==> src/rtl/instr_aligner.sv <==
// instr_aligner: splits 32-bit fetch words into instructions with PCs.
// Define ALIGNER_COMPRESSED_EN for RV32IC; default build is RV32I-only.
module instr_aligner #(
  parameter logic [31:0] RESET_PC = 32'h0000_0000
) (
  input  logic        clk_i,
  input  logic        rst_i,
  input  logic        fetch_valid_i,
  output logic        fetch_ready_o,
  input  logic [31:0] fetch_data_i,
  output logic        instr_valid_o,
  input  logic        instr_ready_i,
  output logic [31:0] instr_o,
  output logic [31:0] instr_pc_o,
  output logic        instr_is_c_o,
  input  logic        flush_i,
  input  logic [31:0] flush_pc_i
);

  logic [31:0] pc_q, pc_d;
  logic        kill;
  logic        ivalid, fready;
  logic [31:0] instr;
  logic        ihs;

  // Reset and flush squash every handshake in their cycle.
  assign kill          = rst_i | flush_i;
  assign instr_pc_o    = pc_q;
  assign instr_valid_o = ivalid & ~kill;
  assign fetch_ready_o = fready & ~kill;
  assign instr_o       = kill ? 32'h0 : instr;
  assign ihs           = instr_valid_o & instr_ready_i;

`ifdef ALIGNER_COMPRESSED_EN
  typedef enum logic [1:0] {
    M_PEND_C,
    M_STRADDLE,
    M_SKIP,
    M_DIRECT
  } mode_e;

  mode_e       mode;
  logic        fhs;
  logic [15:0] pend_q, pend_d;
  logic        pend_valid_q, pend_valid_d;
  logic        skip_q, skip_d;
  logic        pend_w, lo_c;

  assign fhs          = fetch_valid_i & fetch_ready_o;
  assign pend_w       = pend_q[1:0] == 2'b11;
  assign lo_c         = fetch_data_i[1:0] != 2'b11;
  assign instr_is_c_o = ~kill & (instr_o[1:0] != 2'b11);

  always_comb begin
    mode = M_DIRECT;
    unique case (1'b1)
      pend_valid_q & ~pend_w:  mode = M_PEND_C;
      pend_valid_q & pend_w:   mode = M_STRADDLE;
      ~pend_valid_q & skip_q:  mode = M_SKIP;
      ~pend_valid_q & ~skip_q: mode = M_DIRECT;
    endcase
  end

  always_comb begin
    ivalid = 1'b0;
    fready = 1'b0;
    instr  = 32'h0;
    unique case (mode)
      M_PEND_C: begin
        ivalid = 1'b1;
        instr  = {16'h0, pend_q};
      end
      M_STRADDLE: begin
        ivalid = fetch_valid_i;
        fready = instr_ready_i;
        instr  = {fetch_data_i[15:0], pend_q};
      end
      M_SKIP: begin
        fready = 1'b1;
      end
      M_DIRECT: begin
        ivalid = fetch_valid_i;
        fready = instr_ready_i;
        instr  = lo_c ? {16'h0, fetch_data_i[15:0]}
                      : fetch_data_i;
      end
    endcase
  end

  always_comb begin
    pc_d         = pc_q;
    pend_d       = pend_q;
    pend_valid_d = pend_valid_q;
    skip_d       = skip_q;
    if (flush_i) begin
      pc_d         = flush_pc_i;
      pend_valid_d = 1'b0;
      skip_d       = flush_pc_i[1];
    end else begin
      unique case (mode)
        M_PEND_C: begin
          if (ihs) begin
            pend_valid_d = 1'b0;
            pc_d         = pc_q + 32'd2;
          end
        end
        M_STRADDLE: begin
          // Buffer drains and refills in the same beat.
          if (ihs) begin
            pend_d = fetch_data_i[31:16];
            pc_d   = pc_q + 32'd4;
          end
        end
        M_SKIP: begin
          if (fhs) begin
            pend_d       = fetch_data_i[31:16];
            pend_valid_d = 1'b1;
            skip_d       = 1'b0;
          end
        end
        M_DIRECT: begin
          if (ihs && lo_c) begin
            pend_d       = fetch_data_i[31:16];
            pend_valid_d = 1'b1;
            pc_d         = pc_q + 32'd2;
          end else if (ihs) begin
            pc_d = pc_q + 32'd4;
          end
        end
      endcase
    end
  end

  always_ff @(posedge clk_i) begin
    if (rst_i) begin
      pend_q       <= 16'h0;
      pend_valid_q <= 1'b0;
      skip_q       <= RESET_PC[1];
    end else begin
      pend_q       <= pend_d;
      pend_valid_q <= pend_valid_d;
      skip_q       <= skip_d;
    end
  end
`else
  logic unused_flush_lsb;

  assign unused_flush_lsb = ^flush_pc_i[1:0];
  assign instr_is_c_o     = 1'b0;
  assign ivalid           = fetch_valid_i;
  assign fready           = instr_ready_i;
  assign instr            = fetch_data_i;

  always_comb begin
    pc_d = pc_q;
    if (flush_i) begin
      pc_d = {flush_pc_i[31:2], 2'b00};
    end else if (ihs) begin
      pc_d = pc_q + 32'd4;
    end
  end
`endif

  always_ff @(posedge clk_i) begin
    if (rst_i) pc_q <= RESET_PC;
    else       pc_q <= pc_d;
  end

endmodule

==> config.mk <==
export PLATFORM = sky130hd
export DESIGN_NAME = instr_aligner
export DESIGN_NICKNAME = d
export VERILOG_FILES = /design/src/rtl/instr_aligner.sv
export SDC_FILE = /design/constraint.sdc
export NUM_CORES = 1
export LEC_CHECK = 0
export ABC_AREA = 1
export BUFFER_PORTS_ARGS = -buffer_cell sky130_fd_sc_hd__buf_2
export CAP_MARGIN = 20
export CELL_PAD_IN_SITES_DETAIL_PLACEMENT = 1
export CELL_PAD_IN_SITES_GLOBAL_PLACEMENT = 2
export CORE_MARGIN = 8
export CORE_UTILIZATION = 21
export DETAILED_ROUTE_END_ITERATION = 8
export PLACE_DENSITY_LB_ADDON = 0.1
export SLEW_MARGIN = 20
export SYNTH_ARGS = -nofsm -noshare
export SYNTH_HDL_FRONTEND = slang
export SYNTH_SLANG_ARGS = --single-unit
==> constraint.sdc <==
create_clock -name clk_i -period 1.5 [get_ports clk_i]
set_input_delay 0.075 -clock clk_i [delete_from_list [all_inputs] [get_ports clk_i]]
set_output_delay 0.075 -clock clk_i [all_outputs]
set_load 0.01 [all_outputs]
==> impl_metrics.tcl, run 1 <==
set metrics [dict create \
    wl_per_cell_um 14.6 \
    synth-seq-area-share_pct 23.7 \
    antenna_found_initial 0 \
    cp-start-kind "flop" \
    syn_inst 466 \
    largest_reg_flops 30 \
    diodes 0 \
    fin_ws_ns 0.0295 \
    routed_wl_um 11400 \
    vias_per_cell 4.40 \
    drcViolationCount 0 \
    gp_congestion 0.769 \
    crit_fanout 6 \
    hold_ws_ns 0.0557 \
    dieArea_um2 15800 \
    final_util_pct 32.7 \
    status "completed" \
    die_x_um 126 \
    dieHeight_um 126 \
    finalSetupTns_ns 0 \
    place_ws_ns -0.0230 \
    place_hpwl_um 9310 \
    fillers 1633 \
    h-tree-depth 2 \
    synth_area_um2 2530 \
    grt_use_total_pct 14.0 \
    yosys_warnings 0 \
    ant_nets 0 \
    clk_pin_slew_ns 0.06 \
    end_kind "flop" \
    ys_seq_elements 30 \
    clk_path_buf_depth 2 \
    final_common_cell "buf_2" \
    cts_buffers 5 \
    p_total_mw 2.59 \
    fin_nets 700 \
    peakVddDrop_mv 0.346 \
    grt_pass1_vias 3688 \
    hold_class "input port to flop" \
    drive_above_1_share_pct 39.0 \
    holdBufCountCts 0 \
    fmax_mhz 680 \
    p_per_area_nw_per_um2 666 \
    yosysUniqueCellTypes 32 \
    drv_slew 0 \
    rsz0062_at_grt "true" \
    ios 136 \
    leakagePower_nw 2.02 \
    clock_sinks 30 \
    critPathArrivalTime_ns 1.62 \
    layout_worst_path_cycle_share_pct 98.0 \
    root_buffer "clkbuf_16" \
    path_class "flop to flop" \
    portBuffers 130 \
    skew_ns 0.00417 \
    grt-ovfl-total 0 \
    max-cap-violations 0 \
    hold_viol 0 \
    grt_pass1_wl_um 18300 \
    syn2layout_area_growth_pct 53.6 \
    start_util_pct 21.3 \
    setup_viol 0 \
    period_needed_ns 1.47 \
    vias 3420 \
    reg2reg_slack_ns 0.03 \
    coreArea_um2 11900 \
    cts_tree "yes" \
    required_ns 1.65 \
    first_iter_violations 69 \
    final_cell_mix "buf_2 (130), nand2_1 (125), nor2_1 (92)" \
    num_rows 40 \
    clkLatencyLatePin_ns 0.28 \
    avgSynthCellArea_um2 5.44 \
    grt_max_degree 35 \
    drt_pass1_iterations 4 \
]
==> path summary, 6_finish.rpt <==
kind | startpoint | endpoint | depth (start not counted)
max | instr_pc_o[3] | instr_pc_o[26] | 10
min reg2reg | instr_pc_o[19] | instr_pc_o[19] | 2
max reg2reg | instr_pc_o[3] | instr_pc_o[26] | 10
min | flush_pc_i[15] | instr_pc_o[15] | 3
==> layout make-up <==
class                      count  area (um2)  share of cell area (%)
tap                          147         184                    4.73
clock inverter                 1        5.00                   0.129
inverter                      71         269                    6.91
clock buffer                   7         143                    3.67
multi-input combinational    348        1670                    43.0
sequential                    30         619                    15.9
timing repair buffer         174         997                    25.6
==> worst max-delay path, cell delays in order, from the launching register on <==
cell	delay, ns
dfxtp_4	0.36
ha_4	0.14
nand2_4	0.05
nor2_4	0.15
nand2_4	0.09
nor2_4	0.20
nand2_1	0.08
nand2_1	0.06
nand3_1	0.06
nand2_1	0.09
a21oi_2	0.05
==> metal layers <==
metal	global-route usage [%]	routed length [um]	vias to the layer above
li1	-	-	1753
met1	16.5	5130	1579
met2	25.1	5520	84
met3	4.51	722	4
met4	1.27	21	0
met5	0	0	-
==> kinds of logic (layout without fill, tap and decap cells) <==
kind of cell / Yosys count / count (layout) / synth area share (%)
AND/OR/NAND/NOR: 311 / 311 / 53.3
buffers and inverters: 90 / 253 / 14.2
AO/OA/AOI/OAI: 33 / 33 / 8.20
other: 1 / 3 / 0.148
flip-flops: 30 / 30 / 23.7
adder cells (fa/ha/maj): 1 / 1 / 0.494
==> stage by stage <==
step	instances	area [um2]
3_3_place_gp	768	3610
6_report	778	3890
2_1_floorplan	468	2540
4_1_cts	776	3760
5_1_grt	778	3890
3_5_place_dp	768	3610
==> synthesized netlist by cell type (all sizes together) <==
cell type    n  area share [%]
a21oi       14             3.4
nand4        1            0.25
nand3       47             9.3
nand3b       1            0.30
dfxtp       30              24
o21ai        5            0.99
a211oi       1            0.30
a221oi       1            0.35
and2         1            0.25
ha           1            0.49
a31oi        7             1.7
nor2       117              20
inv         69              10
nor3         5            0.99
conb         1            0.15
buf         10             2.2
nor4         1            0.25
clkinv       2            0.30
o211ai       5             1.5
nand2      138              22
clkbuf       9             1.3
==> what timing repair did <==
item	4_1_cts	5_1_grt
buffers inserted	0	2
pin swaps	1	17
setup endpoints to repair	3	24
gates resized for setup	1	41
==> report_power, final <==
part           total [mW]  switching, mW  internal [mW]
Combinational       0.634          0.353          0.281
Sequential          0.911         0.0602          0.851
Clock                1.05          0.390          0.659
Note: power is estimated with default switching activity, not from simulation.
==> run 2, diff against run 1 <==
==> constraint.sdc (replaced) <==
create_clock -name clk_i -period 1.5 [get_ports clk_i]
set_input_delay 0.375 -clock clk_i [delete_from_list [all_inputs] [get_ports clk_i]]
set_output_delay 0.375 -clock clk_i [all_outputs]
set_load 0.01 [all_outputs]
==> impl_metrics.tcl, run 2 (synthesis gave the netlist of run 1 again) <==
set metrics [dict create \
    status "complete, but fails checks" \
    violations "setup timing" \
    routed_wl_um 12000 \
    worstRegToRegCells 10 \
    min_from "flush_pc_i[3]" \
    clkLatencyLatePin_ns 0.28 \
    crit_fanout 7 \
    crit_chain "buf_8 > nor2_4 > clkinv_4 > clkbuf_16 > nor2_2 > buf_2" \
    hold_ws_ns 0.366 \
    reg2reg_slack_ns -0.01 \
    grt_pass1_wl_um 18200 \
    ant_nets 0 \
    syn2layout_area_growth_pct 74.3 \
    hold_class "input port to flop" \
    dieHeight_um 126 \
    p_total_mw 2.72 \
    holdBufCountCts 0 \
    final_util_pct 37.1 \
    drv_slew 0 \
    wl_per_cell_um 15.2 \
    vias_per_cell 4.40 \
    setup_viol 14 \
    fmax_mhz 660 \
    ios 136 \
    root_buffer "clkbuf_16" \
    fin_nets 715 \
    leakagePower_nw 2.18 \
    path_class "input port to output port" \
    num_rows 40 \
    cts_tree "yes" \
    layout_worst_path_cycle_share_pct 101 \
    clk_pin_slew_ns 0.05 \
    grt-ovfl-total 0 \
    grt_pass1_vias 3718 \
    rsz0062_at_grt "true" \
    finalSetupTns_ns -0.107 \
    holdPathEnd "instr_pc_o[3]" \
    reg2reg_to "instr_pc_o[10]" \
    required_ns 1.12 \
    largest_reg_flops 30 \
    drt_pass1_iterations 4 \
    place_hpwl_um 9270 \
    drive_above_1_share_pct 44.3 \
    drcViolationCount 0 \
    diodes 0 \
    fin_ws_ns -0.0147 \
    cp-start-kind "input port" \
    clock_sinks 30 \
    critPathArrivalTime_ns 1.14 \
    cts_buffers 5 \
    h-tree-depth 2 \
    max_stage_delay_ns 0.19 \
    period_needed_ns 1.51 \
    portBuffers 130 \
    grt_use_total_pct 13.9 \
    final_common_cell "nand2_1" \
    max-cap-violations 0 \
    gp_congestion 0.763 \
    end_kind "output port" \
    rr_startpoint "instr_pc_o[3]" \
    die_x_um 126 \
    hold_depth 3 \
    p_per_area_nw_per_um2 615 \
    cp_slowest_cell "clkbuf_16" \
    antenna_found_initial 0 \
    hold_viol 0 \
    dieArea_um2 15800 \
    start_util_pct 21.3 \
    final_cell_mix "nand2_1 (126), buf_2 (108), nor2_1 (66)" \
    coreArea_um2 11900 \
    skew_ns 0.00674 \
    peakVddDrop_mv 0.323 \
    grt_max_degree 31 \
    vias 3492 \
    clk_path_buf_depth 2 \
    first_iter_violations 72 \
]
==> run 2: cell types whose count changed in the layout (fill, tap and decap cells not counted), moves of 2 or more <==
cell and change:
buf_12 +4, buf_2 -22, buf_4 +8, buf_6 +21, buf_8 +2, clkbuf_16 +2
nand2_2 -2, nor2_1 -26, nor2_2 +4, nor2_4 +22
==> run 2: layout make-up <==
cell class / count / area [um2]
flip-flops and latches: 30 / 616
well taps: 147 / 184
repair buffers: 189 / 1340
fillers: 1578 / 7490
multi-input cells: 348 / 1850
clock buffers: 7 / 143
inverters: 71 / 277
clock inverters: 1 / 5.00
==> run 2: layer usage <==
layer,vias to the layer above,routed length (um),GRT usage [%]
met4,0,0,0.849
met3,0,832,5.15
met2,78,6060,25.6
met5,-,0,0
li1,1777,-,-
met1,1637,5140,15.6
==> run 2: timing repair <==
item,in CTS,in global routing
setup endpoints to repair,44,53
pin swaps,4,17
buffers inserted,1,5
hold endpoints to repair,0,0
cloned,0,3
gates resized for setup,14,104
==> run 2: critical path: cells and delay by family <==
family	cells	cell delay [ns]
buffers and inverters	4	0.55
and+or+nand+nor	2	0.21
==> run 2: per-stage QoR <==
stage          worst slack, ns  instance area (um2)  std cells
2_1_floorplan           0.0417                 2540        468
3_3_place_gp           -0.0498                 3720        776
3_5_place_dp           -0.0876                 3720        776
4_1_cts               0.000349                 3930        785
5_1_grt                 -0.110                 4420        793
6_report               -0.0147                 4420        793
==> run 2: worst max-delay path by stage <==
stage	from	to	depth (start not counted)
floorplan	instr_pc_o[3]	instr_pc_o[26]	10
global placement	instr_pc_o[2]	instr_pc_o[26]	10
CTS	instr_pc_o[2]	instr_pc_o[26]	10
global route	instr_pc_o[3]	instr_pc_o[26]	10
detailed placement	instr_pc_o[2]	instr_pc_o[20]	10
finish	rst_i	instr_o[13]	6
==> run 2: power by group <==
part	total (mW)	switching [mW]	internal, mW
clock network	1.04	0.378	0.658
logic	0.769	0.408	0.361
registers	0.910	0.0589	0.851
total	2.72	0.846	1.87
==> run 3, diff against run 2 <==
==> constraint.sdc (replaced) <==
create_clock -name clk_i -period 1.4 [get_ports clk_i]
set_input_delay 0.35 -clock clk_i [delete_from_list [all_inputs] [get_ports clk_i]]
set_output_delay 0.35 -clock clk_i [all_outputs]
set_load 0.01 [all_outputs]
==> impl_metrics.tcl, run 3 (synthesis gave the netlist of run 1 again) <==
set metrics [dict create \
    status "complete, but fails checks" \
    violations "setup timing" \
    gp_congestion 0.764 \
    antenna_found_initial 0 \
    start_util_pct 21.3 \
    grt_pass1_vias 3892 \
    drive_above_1_share_pct 48.6 \
    ant_nets 0 \
    hold_ws_ns 0.340 \
    wl_per_cell_um 15.5 \
    vias_per_cell 4.42 \
    cp_top_family "simple AND/OR/NAND/NOR gates" \
    fmax_mhz 660 \
    first_iter_violations 92 \
    ios 136 \
    p_per_area_nw_per_um2 671 \
    clk_path_buf_depth 2 \
    place_ws_ns -0.182 \
    critPathArrivalTime_ns 1.67 \
    max_stage_delay_ns 0.36 \
    cts_buffers 5 \
    hold_class "input port to flop" \
    crit_fanout 6 \
    startpoint "instr_pc_o[2]" \
    final_common_cell "nand2_1" \
    place_hpwl_um 9300 \
    clkLatencyLatePin_ns 0.28 \
    crit_cells 10 \
    fin_ws_ns -0.115 \
    end_kind "flop" \
    grt_pass1_wl_um 19100 \
    grt-ovfl-total 0 \
    cts_tree "yes" \
    skew_ns 0.00849 \
    coreArea_um2 11900 \
    h-tree-depth 2 \
    holdBufCountCts 0 \
    worstRegToRegCells 10 \
    crit_end "instr_pc_o[26]" \
    final_cell_mix "nand2_1 (119), buf_2 (106), nor2_1 (65)" \
    vias 3574 \
    dieHeight_um 126 \
    cp_slowest_cell "dfxtp_2" \
    leakagePower_nw 2.30 \
    reg2reg_slack_ns -0.11 \
    drcViolationCount 0 \
    cp-start-kind "flop" \
    clk_pin_slew_ns 0.06 \
    crit_chain "ha_4 > nand2_4 > nor2_4 > nand2_4 > nor2_4 > nand2_2 > nand2_1 > nand3_1 > nand2_1 > a21oi_2" \
    clock_sinks 30 \
    peakVddDrop_mv 0.430 \
    rr_startpoint "instr_pc_o[2]" \
    period_needed_ns 1.51 \
    grt_max_degree 35 \
    root_buffer "clkbuf_16" \
    finalSetupTns_ns -3.02 \
    drv_slew 0 \
    reg2reg_to "instr_pc_o[26]" \
    drt_pass1_iterations 4 \
    hold_viol 0 \
    portBuffers 130 \
    die_x_um 126 \
    syn2layout_area_growth_pct 83.9 \
    dieArea_um2 15800 \
    layout_worst_path_cycle_share_pct 108 \
    largest_reg_flops 30 \
    grt_use_total_pct 14.5 \
    fin_nets 729 \
    rsz0062_at_grt "true" \
    path_class "flop to flop" \
    setup_viol 50 \
    critical_path_buf_inv_count 0 \
    routed_wl_um 12500 \
    num_rows 40 \
    max-cap-violations 0 \
    required_ns 1.55 \
]
==> run 3: per-stage QoR <==
stage	std cells	util (%)	total power [mW]	instance area, um2
final	808	39.1	3.13	4660
after global routing	807	39.1	3.31	4660
after CTS	797	34.1	3.00	4060
after detailed placement	784	31.6	1.70	3760
after global placement	784	31.6	1.68	3760
after floorplan	468	-	1.30	2550
==> run 3: what timing repair did <==
item	CTS	global route
endpoints found under the setup margin	56	60
buffers inserted	5	5
cloned	0	5
gates resized for setup	30	116
pin swaps	19	19
hold endpoints to repair	0	0
==> run 3: worst min path at each step <==
| stage | from | end | slack (ns) | cells after the start |
|---|---|---|---|---|
| 4_1_cts | flush_pc_i[3] | instr_pc_o[3] | 0.34 | 3 |
| 6_report | flush_pc_i[15] | instr_pc_o[15] | 0.34 | 3 |
| 3_3_place_gp | instr_pc_o[31] | instr_pc_o[31] | 0.50 | 2 |
| 5_1_grt | flush_pc_i[3] | instr_pc_o[3] | 0.35 | 3 |
| 2_1_floorplan | flush_pc_i[3] | instr_pc_o[3] | 0.51 | 2 |
| 3_5_place_dp | instr_pc_o[31] | instr_pc_o[31] | 0.50 | 2 |
==> run 3: per-layer routing <==
layer / part of all wire, % / wire length, um / GRT usage [%]
met5: 0 / 0 / 0
met4: 0.31 / 39 / 1.70
met3: 5.7 / 711 / 3.80
met2: 52 / 6510 / 26.8
met1: 42 / 5260 / 16.8
==> run 3: report_power, final <==
part,leakage [nW],internal (mW),switching [mW]
Sequential,0.253,0.913,0.0594
Combinational,1.96,0.420,0.466
Clock,0.0836,0.833,0.435
==> run 3: worst min-delay path: stages <==
cell and delay (ns):
buf_2 0.09, nand2_1 0.06, a31oi_1 0.07
==> run 3: area by class of cell <==
cell class | instances | area, um2
fill | 1580 | 7250
multi-input combinational | 348 | 1930
timing repair buffer | 203 | 1470
sequential | 30 | 621
inverter | 71 | 279
tap | 147 | 184
clock buffer | 5 | 125
clock inverter | 3 | 40.0
antenna | 1 | 2.50
